==> src/rtl/regfile_pkg.sv <==
// Shared definitions for the multiport register file: default parameter
// values, the address-width helper and the default register address type.
package regfile_pkg;

  localparam int DEF_DATA_W   = 32;
  localparam int DEF_NUM_REGS = 32;
  localparam int DEF_NUM_RD   = 2;
  localparam int DEF_ZERO_REG = 1;
  localparam int DEF_BYPASS   = 1;

  // Smallest n with 2**n >= value. Evaluated at elaboration time only.
  function automatic int clog2(input int value);
    int result;
    result = 0;
    for (int i = 0; i < 31; i++) begin
      if ((1 << i) < value) begin
        result = i + 1;
      end
    end
    return result;
  endfunction

  localparam int DEF_ADDR_W = clog2(DEF_NUM_REGS);

  // Register address for the default configuration.
  typedef logic [DEF_ADDR_W-1:0] regAddrT;

endpackage

==> src/rtl/regfile_scoreboard.sv <==
// Pending-write scoreboard: one pending bit per register, the per-port Busy
// flags and the population count of pending registers.
module regfile_scoreboard
  import regfile_pkg::*;
#(
  parameter int NUM_REGS = DEF_NUM_REGS,
  parameter int NUM_RD   = DEF_NUM_RD,
  parameter int ZERO_REG = DEF_ZERO_REG,
  parameter int BYPASS   = DEF_BYPASS
) (
  input  logic                                Clk,
  input  logic                                Rst,
  input  logic [NUM_RD*clog2(NUM_REGS)-1:0]   RA,
  input  logic [clog2(NUM_REGS)-1:0]          RW,
  input  logic                                RegWr,
  input  logic                                ResvWr,
  input  logic [clog2(NUM_REGS)-1:0]          ResvAddr,
  output logic [NUM_RD-1:0]                   Busy,
  output logic [clog2(NUM_REGS):0]            PendCnt
);

  localparam int ADDR_W = clog2(NUM_REGS);

  logic [NUM_REGS-1:0] pend;
  logic [NUM_REGS-1:0] pendNext;
  logic                resvValid;
  logic [ADDR_W-1:0]   busyAddr;

  // Register 0 is hardwired when ZERO_REG is set, so it can never be reserved.
  assign resvValid = ResvWr && !((ZERO_REG != 0) && (ResvAddr == '0));

  // Next pending vector: the write clears first, the reservation then wins
  // on a same-address collision.
  always_comb begin
    pendNext = pend;
    if (RegWr) begin
      pendNext[RW] = 1'b0;
    end
    if (resvValid) begin
      pendNext[ResvAddr] = 1'b1;
    end
  end

  // Pending bits; asynchronous reset drops every outstanding reservation.
  always_ff @(posedge Clk or negedge Rst) begin
    if (!Rst) begin
      pend <= '0;
    end else begin
      pend <= pendNext;
    end
  end

  // Population count of the registered pending bits; purely combinational
  // from the flops, so it changes on exactly the same edge as they do.
  always_comb begin
    PendCnt = '0;
    for (int k = 0; k < NUM_REGS; k++) begin
      PendCnt = PendCnt + (ADDR_W + 1)'(pend[k]);
    end
  end

  // Busy per read port: pending, unless this cycle's write is forwarded.
  always_comb begin
    Busy     = '0;
    busyAddr = '0;
    for (int i = 0; i < NUM_RD; i++) begin
      busyAddr = RA[i*ADDR_W +: ADDR_W];
      Busy[i]  = pend[busyAddr] &&
                 !((BYPASS != 0) && RegWr && (RW == busyAddr));
    end
  end

endmodule

==> src/rtl/multiport_regfile.sv <==
// Multiport register file: NUM_RD combinational read ports, one write port,
// optional hardwired-zero register 0, optional write-to-read forwarding and a
// pending-write scoreboard for destination reservation.
module multiport_regfile
  import regfile_pkg::*;
#(
  parameter int DATA_W   = DEF_DATA_W,
  parameter int NUM_REGS = DEF_NUM_REGS,
  parameter int NUM_RD   = DEF_NUM_RD,
  parameter int ZERO_REG = DEF_ZERO_REG,
  parameter int BYPASS   = DEF_BYPASS
) (
  input  logic                                Clk,
  input  logic                                Rst,
  input  logic [NUM_RD*clog2(NUM_REGS)-1:0]   RA,
  output logic [NUM_RD*DATA_W-1:0]            BusR,
  output logic [NUM_RD-1:0]                   Busy,
  input  logic [clog2(NUM_REGS)-1:0]          RW,
  input  logic [DATA_W-1:0]                   BusW,
  input  logic                                RegWr,
  input  logic                                ResvWr,
  input  logic [clog2(NUM_REGS)-1:0]          ResvAddr,
  output logic [clog2(NUM_REGS):0]            PendCnt,
  output logic [NUM_REGS*DATA_W-1:0]          RegDump
);

  localparam int ADDR_W = clog2(NUM_REGS);

  logic [DATA_W-1:0] regs [NUM_REGS];
  logic              wrEn;
  logic              wrToZero;
  logic [ADDR_W-1:0] rdAddr;

  assign wrToZero = (ZERO_REG != 0) && (RW == '0);
  assign wrEn     = RegWr && !wrToZero;

  // Data array; register 0 is simply never written when it is hardwired.
  always_ff @(posedge Clk or negedge Rst) begin
    if (!Rst) begin
      for (int k = 0; k < NUM_REGS; k++) begin
        regs[k] <= '0;
      end
    end else if (wrEn) begin
      regs[RW] <= BusW;
    end
  end

  // Read ports: array lookup, same-cycle forwarding, then the zero override.
  always_comb begin
    BusR   = '0;
    rdAddr = '0;
    for (int i = 0; i < NUM_RD; i++) begin
      rdAddr = RA[i*ADDR_W +: ADDR_W];
      if ((ZERO_REG != 0) && (rdAddr == '0)) begin
        BusR[i*DATA_W +: DATA_W] = '0;
      end else if ((BYPASS != 0) && RegWr && (RW == rdAddr)) begin
        BusR[i*DATA_W +: DATA_W] = BusW;
      end else begin
        BusR[i*DATA_W +: DATA_W] = regs[rdAddr];
      end
    end
  end

  // Flattened, un-forwarded view of the array for co-simulation.
  genvar g;
  generate
    for (g = 0; g < NUM_REGS; g++) begin : genDump
      assign RegDump[g*DATA_W +: DATA_W] = regs[g];
    end
  endgenerate

  regfile_scoreboard #(
    .NUM_REGS (NUM_REGS),
    .NUM_RD   (NUM_RD),
    .ZERO_REG (ZERO_REG),
    .BYPASS   (BYPASS)
  ) uScoreboard (
    .Clk      (Clk),
    .Rst      (Rst),
    .RA       (RA),
    .RW       (RW),
    .RegWr    (RegWr),
    .ResvWr   (ResvWr),
    .ResvAddr (ResvAddr),
    .Busy     (Busy),
    .PendCnt  (PendCnt)
  );

endmodule

==> config.mk <==
export PLATFORM = sky130hd
export DESIGN_NAME = multiport_regfile
export DESIGN_NICKNAME = d
export VERILOG_FILES = /design/src/rtl/regfile_pkg.sv /design/src/rtl/regfile_scoreboard.sv /design/src/rtl/multiport_regfile.sv
export SDC_FILE = /design/constraint.sdc
export NUM_CORES = 2
export LEC_CHECK = 0
export ABC_AREA = 1
export CAP_MARGIN = 20
export CORE_AREA = 2 2 447 449
export CTS_BUF_LIST = sky130_fd_sc_hd__clkbuf_16
export DETAILED_ROUTE_END_ITERATION = 7
export DIE_AREA = 0 0 449 451
export SKIP_CTS_REPAIR_TIMING = 1
export SLEW_MARGIN = 30
export SYNTH_ARGS = -nofsm -noshare
export SYNTH_HDL_FRONTEND = slang
export SYNTH_SLANG_ARGS = --single-unit
==> constraint.sdc <==
create_clock -name Clk -period 6.2 [get_ports Clk]
set_input_delay 1.86 -clock Clk [delete_from_list [all_inputs] [get_ports Clk]]
set_output_delay 1.86 -clock Clk [all_outputs]
set_load 0.05 [all_outputs]
==> reports/results.ini <==
[synth]
synth-simple-area-share_pct = 32.2
synth_top_area_share_pct = 42.0
ys_warn_count = 0
syn_nets = 9300
synthAdderAreaFrac_pct = 0.924
yosysUniqueCellTypes = 33
async_reset_ff_share_pct = 100
synth_top_cell_by_area = dfrtp_1
synth-xor-area-share_pct = 0.0418
ys.flop_type = dfrtp_1
avgSynthCellArea_sq_um = 6.82
synth_top_family_by_area = simple AND/OR/NAND/NOR gates
synthesis.area_sq_um = 62800
synth_edf_count = 0
seq_area_frac_synth_pct = 42.0
synth.area.top_cells = dfrtp_1 (42%), nand2_1 (18%), nand3_1 (12%), o21ai_0 (8.2%), inv_1 (6.0%)
ys_ff_latch = 1056
synthCells = 9212
synth-compound-area-share_pct = 12.7
synthMuxAreaShare_pct = 0

[timing]
tightest_slew_ns = 1.05
max-slew-margin-rel_pct = 29.8
clock-skew-final_ns = 0
rsz0062_at_grt = true
period_needed_ns = 7.60
layout_setup_ws_ns = -1.40
setup_tns_ns = -7.76
slew_viol_final = 0
hold_viol = 0
clock.fmax_mhz = 131
setup_violations = 7
whs_ns = 0.399
finalCritPeriodShare_pct = 123

[cts]
clock-sinks = 1056
clockBufferDepth = 3
cts.htree.levels = 4
cts.root.buffer_cell = clkbuf_16
cts_tree = built
clock_latency_ns = 0.82
clk_pin_slew_ns = 0.06
cts_buffers = 132

[worst_setup_path]
crit_family = adder cells
critPathSlowestCell = fa_1
path_class = register to output port
cpMostUsedCell = fa_1
path_cells = ha_1 -> inv_2 -> fa_1 -> fa_1 -> fa_1 -> fa_1 -> fa_1 -> fa_1 -> inv_1 -> fa_2 -> inv_2 -> fa_2 -> o21ai_4 -> xor2_4 -> buf_12
cp_data_arrival_time_ns = 5.74
cp.required_ns = 4.34
r2r_slack_ns = 5.20
crit_fanout = 2
worstRegToRegCells = 2
max_stage_delay_ns = 0.58
cp.buffers_inverters = 4
reg2reg_from = RegDump[854]
crit_path_end_kind = output port
start_kind = register
r2r-end = RegDump[854]

[place]
place_ws_ns = -0.603
portBuffers = 1151
dp.final_hpwl_um = 287000
place_inst = 12600
placed_cell_area_sq_um = 78900
place.gp.congestion = 1.01

[routing]
wl_um = 390000
drt_pass1_iterations = 8
dr.first_iter.drc_count = 9562
drtAntennaViolNets = 0
avgViaCountPerCell = 5.57
routedWlPerCell_um = 30.3
drc = 1
via_count = 71800

[power_and_ir_drop]
ir_drop_mv = 8.02
leakage_nw = 38.2
design_power_total_mw = 44.5
p_per_area_nw_per_um2 = 533

[layout]
syn_to_final_growth_pct = 32.6
utilization_pct = 42.1
fin_cells = 12900
drive_gt1_share_pct = 8.12
finalInstanceArea_sq_um = 83400
nNetsFinal = 10200

[global_routing]
grt_pass1_vias = 67100
antenna_found_initial = 21
grtUsageMet3_pct = 7.44
met1_usage_pct = 43.6
grt_pass1_wl_um = 538000
grt_max_degree = 115
met2_usage_pct = 58.7
grt.overflow.total = 0
grt_usage_pct = 37.3
busiest_layer = met2

[floorplanning]
core_sq_um = 198000
start_util_pct = 31.7
dieWidth_um = 449
die_y_um = 451
io_pins = 1152
rows = 164
dieArea_sq_um = 202000

[min_path]
hold_end = RegDump[14]
min_from = RegDump[14]
min_path_cells = 0
min_path_type = register to register

[outcome]
status = finished with violations
violations = DRC, setup timing

[run]
maxCapViolCount = 0

==> flip-flops by register name (all words and copies together), names as in the netlist <==
name              count
RegDump            1024
uScoreboard.pend     32
==> kinds of logic (layout without fill, tap and decap cells) <==
| logic type | count (synthesis) | count (layout) |
|---|---|---|
| fa+ha+maj | 32 | 32 |
| xor+xnor | 3 | 3 |
| buf+inv | 1824 | 2817 |
| other cells | 0 | 17 |
| compound gates | 1497 | 1497 |
| simple gates | 4800 | 4800 |
| flops | 1056 | 1056 |
==> power breakdown <==
group	switching, mW	internal (mW)	total, mW
Clock	3.47	4.48	7.94
Sequential	1.78	8.44	10.2
Combinational	16.7	9.55	26.3
Total	22.0	22.5	44.5
==> cell usage after synthesis, drive strengths merged (2+ instances only) <==
library cell / instances
inv: 1028
or2: 43
nor2: 246
dfrtp: 1056
o22ai: 26
a21oi: 125
fa: 24
xor2: 2
clkbuf: 336
o21ai: 1152
nand3: 1565
o211ai: 191
nor3: 11
buf: 459
ha: 8
nand2: 2934
==> routing by layer <==
metal  routed length (um)  part of all wire, %
met1               140000                   36
met2               175000                   45
met3                34800                  8.9
met4                40900                   10
met5                   53                0.014
==> layout by cell type, fill, tap and decap left out, drive strengths merged <==
master	count
ha	8
clkinv	55
a21oi	125
nand4	1
buf	500
a31oi	1
nand2	2934
dfrtp	1056
o21ai	1152
diode	17
clkbuf	135
inv	1057
o211ai	191
fa	24
o21a	1
or2	43
clkinvlp	11
o22ai	26
xnor2	1
nor2	246
nand3	1565
clkdlybuf4s50	1046
nor3	11
bufinv	13
a211oi	1
xor2	2
==> final cells by class <==
| cell class | count | area [sq um] |
|---|---|---|
| Clock buffer | 134 | 3350 |
| Inverter | 1029 | 3910 |
| Multi-Input combinational cell | 6332 | 29200 |
| Clock inverter | 107 | 900 |
| Timing Repair Buffer | 1547 | 16200 |
| Sequential cell | 1056 | 26400 |
| Tap cell | 2656 | 3320 |
| Antenna cell | 17 | 42.5 |
| Fill cell | 20300 | 115000 |
==> worst max path at each step <==
stage,from,end,slack (ns),depth (start not counted)
2_1_floorplan,uScoreboard.pend[1],PendCnt[4],-0.38,14
3_3_place_gp,uScoreboard.pend[0],PendCnt[3],-0.61,16
3_5_place_dp,uScoreboard.pend[0],PendCnt[3],-0.60,16
4_1_cts,uScoreboard.pend[0],PendCnt[3],-1.50,16
5_1_grt,uScoreboard.pend[0],PendCnt[4],-1.54,15
6_report,uScoreboard.pend[1],PendCnt[4],-1.40,15
(Power assumes the default switching activity.)
